## src/rtl/uart_rx_os.sv

```systemverilog
// uart_rx_os: 8N1-style UART receiver paced by a 16x oversample tick.
// A 2-flop synchroniser feeds a start/data/stop/break FSM. Completed bytes are
// presented on a valid/ready interface. Framing errors and overruns are
// reported as single-clock pulses.
module uart_rx_os #(
  parameter int unsigned DATA_BITS  = 8,
  parameter int unsigned OVERSAMPLE = 16
) (
  input  logic                 clk,
  input  logic                 reset,
  input  logic                 baud_tick,
  input  logic                 rx,
  output logic [DATA_BITS-1:0] rx_data,
  output logic                 rx_valid,
  input  logic                 rx_ready,
  output logic                 frame_err,
  output logic                 overrun_err
);

  localparam int unsigned TW = $clog2(OVERSAMPLE);
  localparam int unsigned BW = $clog2(DATA_BITS + 1);

  // The start-bit check falls on the tick that brings the count to
  // OVERSAMPLE/2, where the detection tick counts as 1. Data and stop samples
  // follow every OVERSAMPLE ticks after that check.
  localparam logic [TW-1:0] TC_MID  = TW'(OVERSAMPLE / 2 - 1);
  localparam logic [TW-1:0] TC_LAST = TW'(OVERSAMPLE - 1);
  localparam logic [BW-1:0] BC_LAST = BW'(DATA_BITS - 1);

  typedef enum logic [2:0] {
    S_IDLE  = 3'd0,
    S_START = 3'd1,
    S_DATA  = 3'd2,
    S_STOP  = 3'd3,
    S_BRK   = 3'd4
  } state_t;

  state_t               r_state;
  logic                 r_sync1;
  logic                 r_sync2;
  logic [TW-1:0]        r_tick_cnt;
  logic [BW-1:0]        r_bit_cnt;
  logic [DATA_BITS-1:0] r_shift;
  logic                 w_rx;

  assign w_rx = r_sync2;

  // Two-flop synchroniser for the asynchronous serial line. It idles high.
  always_ff @(posedge clk) begin
    if (!reset) begin
      r_sync1 <= 1'b1;
      r_sync2 <= 1'b1;
    end else begin
      r_sync1 <= rx;
      r_sync2 <= r_sync1;
    end
  end

  // Receive FSM advances on baud ticks. The valid/ready handshake is evaluated
  // on every clock.
  always_ff @(posedge clk) begin
    if (!reset) begin
      r_state     <= S_IDLE;
      r_tick_cnt  <= '0;
      r_bit_cnt   <= '0;
      r_shift     <= '0;
      rx_data     <= '0;
      rx_valid    <= 1'b0;
      frame_err   <= 1'b0;
      overrun_err <= 1'b0;
    end else begin
      frame_err   <= 1'b0;
      overrun_err <= 1'b0;
      if (rx_valid && rx_ready) begin
        rx_valid <= 1'b0;
      end
      if (baud_tick) begin
        case (r_state)
          S_IDLE: begin
            if (!w_rx) begin
              r_state    <= S_START;
              r_tick_cnt <= TW'(1);
            end
          end
          S_START: begin
            if (r_tick_cnt == TC_MID) begin
              if (w_rx) begin
                r_state <= S_IDLE;
              end else begin
                r_state    <= S_DATA;
                r_tick_cnt <= '0;
                r_bit_cnt  <= '0;
              end
            end else begin
              r_tick_cnt <= r_tick_cnt + TW'(1);
            end
          end
          S_DATA: begin
            if (r_tick_cnt == TC_LAST) begin
              r_shift    <= {w_rx, r_shift[DATA_BITS-1:1]};
              r_tick_cnt <= '0;
              r_bit_cnt  <= r_bit_cnt + BW'(1);
              if (r_bit_cnt == BC_LAST) begin
                r_state <= S_STOP;
              end
            end else begin
              r_tick_cnt <= r_tick_cnt + TW'(1);
            end
          end
          S_STOP: begin
            if (r_tick_cnt == TC_LAST) begin
              r_tick_cnt <= '0;
              if (w_rx) begin
                // A new byte overrides any handshake clear on the same edge.
                rx_data  <= r_shift;
                rx_valid <= 1'b1;
                if (rx_valid && !rx_ready) begin
                  overrun_err <= 1'b1;
                end
                r_state <= S_IDLE;
              end else begin
                frame_err <= 1'b1;
                r_state   <= S_BRK;
              end
            end else begin
              r_tick_cnt <= r_tick_cnt + TW'(1);
            end
          end
          S_BRK: begin
            if (w_rx) begin
              r_state <= S_IDLE;
            end
          end
          default: begin
            r_state <= S_IDLE;
          end
        endcase
      end
    end
  end

endmodule

```

## config.mk

```make
export PLATFORM = sky130hd
export DESIGN_NAME = uart_rx_os
export DESIGN_NICKNAME = d
export VERILOG_FILES = /design/src/rtl/uart_rx_os.sv
export SDC_FILE = /design/constraint.sdc
export NUM_CORES = 1
export LEC_CHECK = 0
export CAP_MARGIN = 10
export CORE_MARGIN = 3
export CORE_UTILIZATION = 30
export DETAILED_ROUTE_END_ITERATION = 8
export GPL_TIMING_DRIVEN = 1
export PLACE_DENSITY = 0.5
export SLEW_MARGIN = 0
export SYNTH_ARGS = -nofsm -noshare
export SYNTH_HDL_FRONTEND = slang
export SYNTH_SLANG_ARGS = --single-unit
```

## constraint.sdc

```tcl
create_clock -name clk -period 1.65 [get_ports clk]
set_input_delay 0.2475 -clock clk [delete_from_list [all_inputs] [get_ports clk]]
set_output_delay 0.2475 -clock clk [all_outputs]
set_load 0.01 [all_outputs]
```

==> results.toml <==
[worst_hold_path]
worst_hold_path_type = "reg -> reg"

[logic_synthesis]
synth_area_um2 = 1400
dominantRegCellSynth = "dfxtp_1"
netlist_instances = 142
synth.distinct_cells = 40
syn_nets = 149
ys_async_sr_fraction = 0
syn-mean-instance-area_um2 = 9.88
synth_enable_flop_cells = 0
ys_seq_elements = 32
sequential_element_share_of_the_synthesized_area = 0.457
synth.yosys.warnings = 0

[route]
post_drt_wl_per_cell_um = 12.6
total_met2_wirelength_after_detailed_routing_mm = 1.37
final_antenna_net_count = 0
detailroute.wirelength.met3_um = 124
viasPerCell = 5.00
drt_iter0_markers = 41
finalWirelength_mm = 2.90
drt_pre_antenna_iters = 4
highest_layer_used_for_signal_routing = "met4"
remaining_drc_errors = 0
num_vias = 1154
detail_route.wirelength.met1_mm = 1.35

[worst_setup_path]
timing.critical_path.to_type = "flip-flop"
slowest_delay_ps = 340
cp_top_family = "simple AND/OR/NAND/NOR gates"
cp.buffers_inverters = 1
worst-endpoint-arrival_ps = 1770
critical_path.cell_chain = "ha_2 -> and4_2 -> nor4_4 -> buf_4 -> nor3_1 -> o221a_2"
worstSetupPathType = "reg -> reg"
critical_path_required_ps = 1830
critPathMaxFanout = 4
crit_slowest_cell = "dfxtp_2"
setup.worst_path.start_class = "flip-flop"

[floorplan]
die_w_um = 74.4
initial_core_util = 0.316
ios = 16
core_area_um2 = 4440
floorplan.die.height_um = 74.4
num_rows = 24
design.die.area_um2 = 5530

[cells_and_area]
num-fill-cells = 437
non_filler_instance_count_after_layout = 231
area_growth_pct = 33.8
final_net_count = 185
drive_gt1_frac = 0.257
antennaDiodeCount = 0
finalInstanceArea_um2 = 1880

[power_and_ir_drop]
ir_drop_mv = 0.582
p_leak_nw = 0.725
power_per_cell_area_nw_per_um2 = 779

[sta]
clock.fmax_mhz = 628
setup-violations-final = 0
finalCriticalPeriod_ps = 1590
min_period_over_period = 0.966
hold_violations = 0
relSlewSlack = 0.585
maxSlewViolCount = 0
grt_setup_unrepaired = "yes"
fin_setup_tns_ps = 0
max_slew.worst_pin.slew_ps = 620
final.setup_skew_ps = 4.66

[clock_tree]
clock_tree_from_tritoncts = "yes"
clkSlewWorstSetupHoldPaths_ps = 70
clock_sinks = 32
h-tree-depth = 2
cts_buffer_depth = 2
post_cts_hold_buffer_count = 0
clk_latency_ps = 280
numCtsBuffers = 5
cts_root_buf = "clkbuf_8"

[global_routing]
grt_first_pass_wirelength_mm = 4.98
antenna_found_initial = 0
grt_max_degree = 27
overflow = 0
vias_in_the_first_global_route = 1128
gr-usage-all-layers = 0.118

[placement]
port-buffer-count = 15
count_of_placed_standard_cells_including_taps = 220
finalWeightedCongestion = 0.784
postPlaceCellArea_um2 = 1730
place.detailed.hpwl_mm = 2.03

[flow_run]
cap_violations = 0

[outcome]
result_of_the_run = "complete, no violations"
-- layout make-up --
| cell class | count | area [um2] | area share |
|---|---|---|---|
| multi-input combinational | 101 | 736 | 0.392 |
| sequential | 32 | 647 | 0.345 |
| timing repair buffer | 35 | 325 | 0.173 |
| clock buffer | 5 | 68.8 | 0.0367 |
| tap | 52 | 65.1 | 0.0347 |
| clock inverter | 3 | 23.8 | 0.0127 |
| inverter | 3 | 11.3 | 0.00600 |
-- cells in the final DEF (no fill, tap or decap), types with 2 or more instances in the layout --
cell,count
nor2_1,20
nor2b_1,2
a21oi_1,7
nand2b_1,8
inv_1,2
nand3_1,5
mux2i_1,16
o21ai_0,2
buf_12,2
or4b_4,2
clkbuf_8,5
clkdlybuf4s50_1,15
dfxtp_1,29
a211oi_1,2
clkinvlp_4,2
nor3_1,3
nand4_1,2
a21oi_2,2
nand2_1,6
buf_4,18
and3_1,2
dfxtp_2,2
-- worst paths after layout --
check,start,slack [ps],to,cells after the start
min,r_sync1$_SDFF_PN1_,410,r_sync2$_SDFF_PN1_,1
max reg2reg,r_tick_cnt[1]$_SDFFE_PN0P_,60,r_state[0]$_SDFFE_PN0P_,6
min reg2reg,r_sync1$_SDFF_PN1_,410,r_sync2$_SDFF_PN1_,1
max,r_tick_cnt[1]$_SDFFE_PN0P_,60,r_state[0]$_SDFFE_PN0P_,6
-- state kept, by name (all words and copies together), names as in the netlist --
register,flops
r_sync2,1
frame_err,1
r_state,3
r_sync1,1
rx_valid,1
overrun_err,1
r_bit_cnt,4
r_shift,8
r_tick_cnt,4
rx_data,8
-- where the power goes --
group	internal, mW	leakage, nW	switching [mW]
Clock	0.298	0.0404	0.313
Sequential	0.775	0.260	0.00263
Combinational	0.0362	0.424	0.0366
Total	1.11	0.725	0.352
-- metrics by stage --
| stage | hold slack, ps | power, mW | setup WS, ps | utilization |
|---|---|---|---|---|
| final | 415 | 1.46 | 56.7 | 0.422 |
| after global routing | 450 | 1.53 | -19.8 | 0.422 |
| after CTS | 419 | 1.49 | 20.8 | 0.414 |
| after detailed placement | 407 | 0.867 | -95.7 | 0.390 |
| after global placement | 395 | 0.865 | -73.6 | 0.390 |
| after floorplan | 321 | 0.830 | 48.4 | - |
-- Yosys cell counts (all sizes together) (2+ instances only) --
master / number / area share
and3: 3 / 0.013
nand2: 6 / 0.016
nor3: 3 / 0.011
inv: 2 / 0.0054
o21ai: 2 / 0.0071
nand3: 5 / 0.018
dfxtp: 32 / 0.46
nand4: 2 / 0.0089
nand2b: 8 / 0.036
buf: 4 / 0.022
nor2b: 2 / 0.0089
clkbuf: 2 / 0.0054
ha: 2 / 0.018
mux2i: 17 / 0.12
a21oi: 9 / 0.032
a211oi: 3 / 0.025
or4b: 2 / 0.017
nor2: 20 / 0.054
-- cell families (layout without fill, tap and decap cells) --
| logic type | after synthesis | in the layout | share of synthesized area |
|---|---|---|---|
| and+or+nand+nor | 61 | 61 | 0.257 |
| muxes | 17 | 17 | 0.121 |
| buffers and inverters | 9 | 46 | 0.0357 |
| DFF | 32 | 32 | 0.457 |
| AOI/OAI and AO/OA | 21 | 21 | 0.112 |
| adders and majority gates | 2 | 2 | 0.0178 |
-- routing by layer --
layer / track usage / vias up
met2: 0.186 / 18
met1: 0.139 / 548
met4: 0.0573 / 0
li1: - / 581
met5: 0 / -
met3: 0.0459 / 7
-- timing repair --
action,in CTS,in global routing
pin swaps,2,8
endpoints found under the setup margin,5,23
resized for setup,1,11
buffers inserted,2,1
Power figures use the tool's default switching activity.
